$ cat src/rtl/count_seek_ctrl_pkg.sv
// Shared constants for the count/seek controller: default width, mode codes
// and the legacy-compatible state encoding.
package count_seek_ctrl_pkg;

    localparam int DEFAULT_WIDTH = 5;

    localparam logic MODE_STEP = 1'b0;
    localparam logic MODE_LOAD = 1'b1;

    typedef logic [2:0] state_t;

    localparam state_t IDLE      = 3'd0;
    localparam state_t CMP       = 3'd1;
    localparam state_t STEP_WAIT = 3'd2;
    localparam state_t LD        = 3'd3;
    localparam state_t LD_WAIT   = 3'd4;
    localparam state_t CHK       = 3'd5;

endpackage

$ cat src/rtl/count_seek_ctrl_if.sv
// Seek request side plus counter command/feedback side of the controller.
// The controller takes the master modport; its environment takes the slave modport.
interface count_seek_ctrl_if
    import count_seek_ctrl_pkg::*;
#(
    parameter int WIDTH = DEFAULT_WIDTH
);
    logic             Start;
    logic             Abort;
    logic             Mode;
    logic [WIDTH-1:0] Target;
    logic [WIDTH-1:0] Counter;
    logic             High;
    logic             Low;
    logic             Up;
    logic             Down;
    logic             Load;
    logic [WIDTH-1:0] Load_Value;
    logic             Busy;
    logic             Done;
    logic             Error;

    modport master (
        input  Start, Abort, Mode, Target, Counter, High, Low,
        output Up, Down, Load, Load_Value, Busy, Done, Error
    );

    modport slave (
        output Start, Abort, Mode, Target, Counter, High, Low,
        input  Up, Down, Load, Load_Value, Busy, Done, Error
    );

endinterface

$ cat src/rtl/count_seek_ctrl.sv
// Drives an external up/down counter to a requested value, either by paced
// single steps or by one Load, and confirms arrival from the counter feedback.
module count_seek_ctrl
    import count_seek_ctrl_pkg::*;
#(
    parameter int WIDTH    = DEFAULT_WIDTH,
    parameter int STEP_DIV = 1
) (
    input  logic              CLK,
    input  logic              RST,
    count_seek_ctrl_if.master bus
);

    localparam int                WAIT_W     = (STEP_DIV < 1) ? 1 : $clog2(STEP_DIV + 1);
    localparam logic [WAIT_W-1:0] WAIT_LOAD  = WAIT_W'(STEP_DIV);
    localparam logic [WIDTH:0]    STEP_LIMIT = {1'b1, {WIDTH{1'b0}}};

    state_t            state;
    logic [WIDTH-1:0]  tgt;
    logic [WAIT_W-1:0] wait_cnt;
    logic [WIDTH:0]    step_cnt;
    logic              arrive;
    logic              fault;
    logic              step_up;
    logic              step_dn;

    assign bus.Load_Value = tgt;

    // Arrival is tested before the step limit, so a seek that lands on its
    // final allowed step still completes cleanly.
    always_comb begin
        arrive  = 1'b0;
        fault   = 1'b0;
        step_up = 1'b0;
        step_dn = 1'b0;
        case (state)
            CMP: begin
                if (bus.Counter == tgt)
                    arrive = 1'b1;
                else if (step_cnt == STEP_LIMIT)
                    fault = 1'b1;
                else if (bus.Counter < tgt) begin
                    if (bus.High) fault = 1'b1;
                    else          step_up = 1'b1;
                end else begin
                    if (bus.Low) fault = 1'b1;
                    else         step_dn = 1'b1;
                end
            end
            CHK: begin
                if (bus.Counter == tgt) arrive = 1'b1;
                else                    fault  = 1'b1;
            end
            default: ;
        endcase
    end

    // Pulses default low each cycle; Abort outranks every state and leaves Error alone.
    always_ff @(posedge CLK) begin
        if (RST) begin
            state     <= IDLE;
            tgt       <= '0;
            wait_cnt  <= '0;
            step_cnt  <= '0;
            bus.Up    <= 1'b0;
            bus.Down  <= 1'b0;
            bus.Load  <= 1'b0;
            bus.Busy  <= 1'b0;
            bus.Done  <= 1'b0;
            bus.Error <= 1'b0;
        end else begin
            bus.Up   <= 1'b0;
            bus.Down <= 1'b0;
            bus.Load <= 1'b0;
            bus.Done <= 1'b0;
            if (bus.Abort) begin
                state    <= IDLE;
                bus.Busy <= 1'b0;
            end else if (arrive || fault) begin
                state    <= IDLE;
                bus.Busy <= 1'b0;
                bus.Done <= 1'b1;
                if (fault) bus.Error <= 1'b1;
            end else if (step_up || step_dn) begin
                bus.Up   <= step_up;
                bus.Down <= step_dn;
                wait_cnt <= WAIT_LOAD;
                step_cnt <= step_cnt + 1'b1;
                state    <= STEP_WAIT;
            end else begin
                case (state)
                    IDLE: begin
                        if (bus.Start) begin
                            tgt       <= bus.Target;
                            step_cnt  <= '0;
                            bus.Busy  <= 1'b1;
                            bus.Error <= 1'b0;
                            state     <= (bus.Mode == MODE_LOAD) ? LD : CMP;
                        end
                    end
                    STEP_WAIT: begin
                        wait_cnt <= wait_cnt - 1'b1;
                        if (wait_cnt == WAIT_W'(1)) state <= CMP;
                    end
                    LD: begin
                        bus.Load <= 1'b1;
                        state    <= LD_WAIT;
                    end
                    LD_WAIT: state <= CHK;
                    default: state <= IDLE;
                endcase
            end
        end
    end

endmodule

$ cat src/flat_wrapper.sv
// flat-port wrapper written by rule: the top's interface ports become plain ports
module count_seek_ctrl_flat import count_seek_ctrl_pkg::*;
#(
    parameter int WIDTH    = DEFAULT_WIDTH,
    parameter int STEP_DIV = 1
)
  (CLK, RST, bus_Start, bus_Abort, bus_Mode, bus_Target, bus_Counter, bus_High, bus_Low, bus_Up, bus_Down, bus_Load, bus_Load_Value, bus_Busy, bus_Done, bus_Error);
  count_seek_ctrl_if #(.WIDTH(WIDTH)) bus_i ();
  input  logic CLK;
  input  logic RST;
  input wire logic [$bits(bus_i.Start)-1:0] bus_Start;
  input wire logic [$bits(bus_i.Abort)-1:0] bus_Abort;
  input wire logic [$bits(bus_i.Mode)-1:0] bus_Mode;
  input wire logic [$bits(bus_i.Target)-1:0] bus_Target;
  input wire logic [$bits(bus_i.Counter)-1:0] bus_Counter;
  input wire logic [$bits(bus_i.High)-1:0] bus_High;
  input wire logic [$bits(bus_i.Low)-1:0] bus_Low;
  output wire logic [$bits(bus_i.Up)-1:0] bus_Up;
  output wire logic [$bits(bus_i.Down)-1:0] bus_Down;
  output wire logic [$bits(bus_i.Load)-1:0] bus_Load;
  output wire logic [$bits(bus_i.Load_Value)-1:0] bus_Load_Value;
  output wire logic [$bits(bus_i.Busy)-1:0] bus_Busy;
  output wire logic [$bits(bus_i.Done)-1:0] bus_Done;
  output wire logic [$bits(bus_i.Error)-1:0] bus_Error;
  assign bus_i.Start = bus_Start;
  assign bus_i.Abort = bus_Abort;
  assign bus_i.Mode = bus_Mode;
  assign bus_i.Target = bus_Target;
  assign bus_i.Counter = bus_Counter;
  assign bus_i.High = bus_High;
  assign bus_i.Low = bus_Low;
  assign bus_Up = bus_i.Up;
  assign bus_Down = bus_i.Down;
  assign bus_Load = bus_i.Load;
  assign bus_Load_Value = bus_i.Load_Value;
  assign bus_Busy = bus_i.Busy;
  assign bus_Done = bus_i.Done;
  assign bus_Error = bus_i.Error;
  count_seek_ctrl #(.WIDTH(WIDTH), .STEP_DIV(STEP_DIV)) u_core (.CLK(CLK), .RST(RST), .bus(bus_i));
endmodule
$ cat config.mk
export PLATFORM = sky130hd
export DESIGN_NAME = count_seek_ctrl_flat
export DESIGN_NICKNAME = d
export VERILOG_FILES = /design/src/rtl/count_seek_ctrl_pkg.sv /design/src/rtl/count_seek_ctrl_if.sv /design/src/rtl/count_seek_ctrl.sv /design/src/flat_wrapper.sv
export SDC_FILE = /design/constraint.sdc
export NUM_CORES = 1
export LEC_CHECK = 0
export ABC_AREA = 1
export CAP_MARGIN = 20
export CORE_UTILIZATION = 40
export CTS_BUF_LIST = sky130_fd_sc_hd__clkbuf_4
export CTS_CLUSTER_SIZE = 8
export DETAILED_ROUTE_END_ITERATION = 7
export GPL_TIMING_DRIVEN = 0
export PLACE_DENSITY = 0.76
export SYNTH_ARGS = -nofsm -noshare
export SYNTH_HDL_FRONTEND = slang
export SYNTH_SLANG_ARGS = --single-unit
$ cat constraint.sdc
create_clock -name CLK -period 1.85 [get_ports CLK]
set_clock_uncertainty 0.05 [all_clocks]
set_input_delay 0.2775 -clock CLK [delete_from_list [all_inputs] [get_ports CLK]]
set_output_delay 0.2775 -clock CLK [all_outputs]
set_load 0.02 [all_outputs]
==> flow_metrics.tcl, run 1 <==
set metrics [dict create \
    start_util 0.439 \
    outcome "finished, violations left" \
    slowest_stage "dfxtp_2" \
    critical_path_class "reg2reg" \
    n_antenna_cell 0 \
    place_area_sq_mm 0.00145 \
    final.setup.tns_ps -259 \
    reg2reg_to "u_core.bus.Error$_SDFFE_PP0P_" \
    ys.flop_type "dfxtp_1" \
    violations "negative setup slack" \
    track_usage 0.203 \
    dp_hpwl_um 2030 \
    drive_above_1_share 0.275 \
    reg2reg_from "u_core.bus.Load_Value[4]$_SDFFE_PP0P_" \
    syn-mean-instance-area_sq_um 6.98 \
    rr_worst_depth 13 \
    clk_pin_slew_ps 120 \
    grt_antenna_before_repair 0 \
    cp.required_ps 2060 \
    yosysTopAreaCell "dfxtp_1" \
    grt_pass1_vias 1189 \
    viasPerCell 5.32 \
    core_area_sq_mm 0.00259 \
    port_buffers 27 \
    cp_data_arrival_time_ps 2140 \
    fp.dieH_um 55.3 \
    synth_edf_count 0 \
    slew_headroom 0.800 \
    gp_congestion 0.881 \
    first_pass_iters 4 \
    synth_top_cell_area_share 0.370 \
    wl_um 3300 \
    cpMostUsedCell "nand2_4" \
    syn2layout_area_growth_pct 50.4 \
    hold_class "reg2reg" \
    syn-num-nets 187 \
    cpPeakStageDelay_ps 350 \
    grt_pass1_wl_um 5010 \
    rows 18 \
    grt_start_max_net_pins 13 \
    holdPathStages 2 \
    wl_per_cell_um 14.4 \
    ant_nets 0 \
    final_cell_mix "24 x clkdlybuf4s50_1, 23 x nand2_1, 21 x inv_1, 17 x dfxtp_1, 14 x a21oi_1" \
    hold_path_end "u_core.bus.Error$_SDFFE_PP0P_" \
    ios 28 \
    layout.nets 225 \
    yosysWarningCount 0 \
    insertion_delay_ps 310 \
    ys_seq_area_frac 0.370 \
    vias 1223 \
    timing.final.crit_share 1.04 \
    worst_pin_slew_ps 293 \
    numClockSinks 21 \
    final_common_cell "clkdlybuf4s50_1" \
    p_leak_uw 0.000663 \
    async_reset_ff_frac 0 \
    ys_ff_latch 21 \
    synthTopCellsByArea "dfxtp_1 37%, nand2_1 11%, inv_1 8.6%" \
    die_w_um 55.3 \
    vdd_drop_max_mv 0.554 \
    cts_tree "built" \
    fin_ws_ps -79.8 \
    worstHoldStart "u_core.bus.Error$_SDFFE_PP0P_" \
    crit_path_cell_trace "inv_2 -> ha_4 -> nand2_4 -> nor2_4 -> nand2_1 -> nand2_2 -> inv_1 -> nand2_4 -> nand2_4 -> buf_4 -> nand2_1 -> nand3_1 -> a21oi_1" \
    ff2ff_setup_slack_ps -80 \
    remaining_drc_errors 0 \
    numCtsBuffers 3 \
    syn_inst 163 \
    htreeDepth 1 \
    grt-ovfl-total 0 \
    critical_path.max_fanout 5 \
    cts_root_buf "clkbuf_4" \
    max_freq_mhz 518 \
    setup_viol 9 \
    netlist_area_sq_mm 0.00114 \
    synthDistinctLibCells 22 \
    rsz0062_at_grt "yes" \
    utilization 0.660 \
    cts_buffer_depth 2 \
    slew_viol_final 0 \
    power_density_mw_per_mm2 620 \
    hold_violations 0 \
    cap_violations 0 \
    post-route-cell-area_sq_mm 0.00171 \
    startpoint_type "flip-flop" \
    ctsHoldBuffers 0 \
    period_needed_ps 1930 \
    endpoint_kind "flip-flop" \
    drt_first_iter_violations 30 \
    die_area_sq_mm 0.00306 \
]
-- worst max-delay path, delay by kind of cell (launching register included) --
| family | cells | cell delay, ps |
|---|---|---|
| flops | 1 | 350 |
| fa+ha+maj | 1 | 290 |
| simple gates | 8 | 730 |
| compound gates | 1 | 150 |
| buf+inv | 3 | 290 |
-- metrics by stage --
step                setup WS, ps  hold slack (ps)  cells  power (uW)
floorplan                   8.84              297    163         630
global placement            -419              382    220         716
detailed placement          -496              388    220         724
CTS                         4.63              405    230        1010
global route                -199              430    230        1100
finish                     -79.8              406    230        1060
-- what timing repair did --
action | in CTS | in global routing
gates cloned | 0 | 0
pin swaps | 10 | 17
buffers inserted | 6 | 0
gates resized for setup | 33 | 17
setup endpoints to repair | 12 | 13
-- registers in the layout, summed over array words and instances, names as in the netlist --
signal / flops
u_core.bus.Load: 1
u_core.bus.Down: 1
u_core.bus.Error: 1
u_core.bus.Up: 1
u_core.bus.Busy: 1
u_core.step_cnt: 6
u_core.wait_cnt: 1
u_core.bus.Done: 1
u_core.state: 3
u_core.bus.Load_Value: 5
-- worst max-delay path by stage --
stage	from	end	cells past startpoint
floorplan	u_core.bus.Load_Value[4]$_SDFFE_PP0P_	u_core.step_cnt[0]$_SDFFE_PP0P_	14
global placement	bus_Counter[4]	u_core.step_cnt[0]$_SDFFE_PP0P_	14
detailed placement	bus_Counter[4]	u_core.step_cnt[4]$_SDFFE_PP0P_	14
CTS	u_core.bus.Load_Value[4]$_SDFFE_PP0P_	u_core.step_cnt[0]$_SDFFE_PP0P_	16
global route	u_core.bus.Load_Value[4]$_SDFFE_PP0P_	u_core.step_cnt[0]$_SDFFE_PP0P_	15
finish	u_core.bus.Load_Value[4]$_SDFFE_PP0P_	u_core.bus.Error$_SDFFE_PP0P_	13
-- cell type report --
type,count,area [sq um]
buffer,2,10.0
sequential,21,425
multi-input combinational,113,790
inverter,27,101
clock buffer,3,22.5
tap,30,37.5
clock inverter,1,5.00
fill,219,880
timing repair buffer,33,319
-- report_power, final --
| part | internal, uW | total, uW | switching [uW] |
|---|---|---|---|
| clock network | 81.0 | 232 | 151 |
| logic | 150 | 343 | 193 |
| registers | 472 | 486 | 13.7 |
| total | 703 | 1060 | 357 |
-- per-layer routing --
metal  up-vias  track usage  wire length [um]
met5         -            0                 0
met4         0       0.0714                68
met3        13       0.0492               161
met2        43        0.365              1800
met1       562        0.231              1280
li1        605            -                 -
-- synthesized netlist by cell type (all sizes together), types with 2 or more instances --
cell / instances
o21ai: 7
nor3: 3
xor2: 3
ha: 7
inv: 27
a21oi: 16
nand4: 6
nand3: 11
nand2: 35
buf: 2
dfxtp: 21
nor2: 20
-- logic make-up after synthesis --
logic type | Yosys count | share of synthesized area
and+or+nand+nor | 77 | 0.309
buffers and inverters | 29 | 0.0979
AOI/OAI and AO/OA | 25 | 0.116
DFF | 21 | 0.370
adders and majority gates | 7 | 0.0770
xor gates and xnor gates | 4 | 0.0308
(Power assumes the default switching activity.)
==> inputs of run 2 (changes only) <==
Settings changed: REMOVE_ABC_BUFFERS set to 1, SLEW_MARGIN set to 20.
==> flow_metrics.tcl, run 2 (same netlist as run 1, synthesis figures left out) <==
set metrics [dict create \
    setup_viol 11 \
    vias 1232 \
    clk_pin_slew_ps 130 \
    final_cell_mix "23 x clkdlybuf4s50_1, 20 x inv_1, 19 x nand2_1, 17 x dfxtp_1" \
    first_pass_iters 4 \
    cp.required_ps 2040 \
    cap_violations 0 \
    timing.final.crit_share 1.05 \
    cpPeakStageDelay_ps 350 \
    hold_class "reg2reg" \
    startpoint_type "flip-flop" \
    grt_pass1_vias 1066 \
    start_util 0.439 \
    n_antenna_cell 0 \
    layout.nets 226 \
    numClockSinks 21 \
    multi_input_area_sq_um 842 \
    drive_above_1_share 0.318 \
    max_freq_mhz 513 \
    track_usage 0.184 \
    crit_path_cell_trace "inv_1 -> ha_4 -> nand2_2 -> nor3_4 -> nor2_4 -> nand2_2 -> nand2_4 -> nand2_4 -> nand2_4 -> buf_4 -> nand2_2 -> nand3_2 -> a21oi_2" \
    die_w_um 55.3 \
    hold_violations 0 \
    fp.dieH_um 55.3 \
    dp_hpwl_um 1920 \
    critical_path_class "reg2reg" \
    ios 28 \
    endpoint_kind "flip-flop" \
    instances_no_fill 231 \
    wl_per_cell_um 14.8 \
    outcome "finished, violations left" \
    port_buffers 27 \
    rsz0062_at_grt "yes" \
    grt-ovfl-total 0 \
    slew_viol_final 0 \
    wl_um 3430 \
    ff_latch_area_sq_um 425 \
    p_total_uw 1080 \
    gp_congestion 0.878 \
    place_ws_ps -448 \
    cts_root_buf "clkbuf_4" \
    drt_first_iter_violations 65 \
    fillers 201 \
    largest_reg_flops 6 \
    final_common_cell "clkdlybuf4s50_1" \
    worst_pin_slew_ps 472 \
    insertion_delay_ps 310 \
    ant_nets 0 \
    slowest_stage "dfxtp_2" \
    grt_antenna_before_repair 0 \
    core_area_sq_mm 0.00259 \
    grt_start_max_net_pins 13 \
    period_needed_ps 1950 \
    power_density_mw_per_mm2 609 \
    slew_headroom 0.685 \
    dp_cells 218 \
    cp_data_arrival_time_ps 2140 \
    vdd_drop_max_mv 0.516 \
    cts_tree "built" \
    holdPathStages 2 \
    violations "negative setup slack" \
    critical_path.max_fanout 5 \
    fin_ws_ps -98.3 \
    rows 18 \
    grt_pass1_wl_um 4530 \
    rr_worst_depth 13 \
    numCtsBuffers 3 \
    htreeDepth 1 \
    cts_buffer_depth 2 \
    syn2layout_area_growth_pct 56.3 \
    p_leak_uw 0.000696 \
    remaining_drc_errors 0 \
    die_area_sq_mm 0.00306 \
    top_register "u_core.step_cnt" \
    viasPerCell 5.33 \
]
[run 2: cell types whose count changed in the layout (fill, tap and decap cells not counted), moves of 2 or more]
cell / delta
a21oi_1: -2
buf_2: -2
nand2_1: -4
nor2_4: +2
nand2_4: +3
a21oi_2: +2
buf_4: +3
[run 2: final timing paths]
kind / end / from / slack, ps
setup / recovery: u_core.bus.Error$_SDFFE_PP0P_ / u_core.bus.Load_Value[1]$_SDFFE_PP0P_ / -100
hold / removal: u_core.step_cnt[4]$_SDFFE_PP0P_ / u_core.step_cnt[4]$_SDFFE_PP0P_ / 430
setup reg to reg: u_core.bus.Error$_SDFFE_PP0P_ / u_core.bus.Load_Value[1]$_SDFFE_PP0P_ / -100
hold reg to reg: u_core.step_cnt[4]$_SDFFE_PP0P_ / u_core.step_cnt[4]$_SDFFE_PP0P_ / 430
[run 2: power breakdown]
part	total [uW]	internal, uW	switching (uW)
Clock	224	80.7	144
Combinational	373	162	211
Sequential	486	472	13.5
Total	1080	715	369
[run 2: repair_timing]
item                                    in CTS  in global routing
hold buffers                                 0                  0
cloned                                       0                  0
endpoints found under the setup margin      12                 13
pin swaps                                   14                 19
buffers inserted                             7                  3
resized for setup                           32                 36
[run 2: final cells by class]
cell class              instances  share of cell area
clock inverters                 1             0.00281
repair buffers                 36               0.194
multi-input cells             113               0.474
well taps                      30              0.0211
clock buffers                   3              0.0127
flip-flops and latches         21               0.239
inverters                      27              0.0570
[run 2: critical path, delay by kind of cell, from the launching register on]
family / cells / cell delay [ps]
compound gates: 1 / 140
fa+ha+maj: 1 / 270
flops: 1 / 350
buf+inv: 2 / 230
simple gates: 9 / 840
[run 2: layer usage]
layer,GRT usage,share of wire,wire length (um)
met1,0.227,0.40,1370
met2,0.318,0.52,1780
met3,0.0445,0.063,217
met4,0.0500,0.019,65
met5,0,0,0
[run 2: through the flow]
step | instance area, sq um | hold slack [ps] | setup TNS, ps | utilization
2_1_floorplan | 1130 | 297 | -329 | -
3_3_place_gp | 1440 | 384 | -4700 | 0.554
3_5_place_dp | 1440 | 408 | -5320 | 0.554
4_1_cts | 1630 | 421 | 0 | 0.629
5_1_grt | 1780 | 459 | -1600 | 0.686
6_report | 1780 | 427 | -551 | 0.686
==> inputs of run 3 (changes only) <==
Settings changed: HOLD_SLACK_MARGIN set to 0.02.
==> results of run 3 <==
Same layout as run 2: the final DEF is identical, and so are final timing and power.
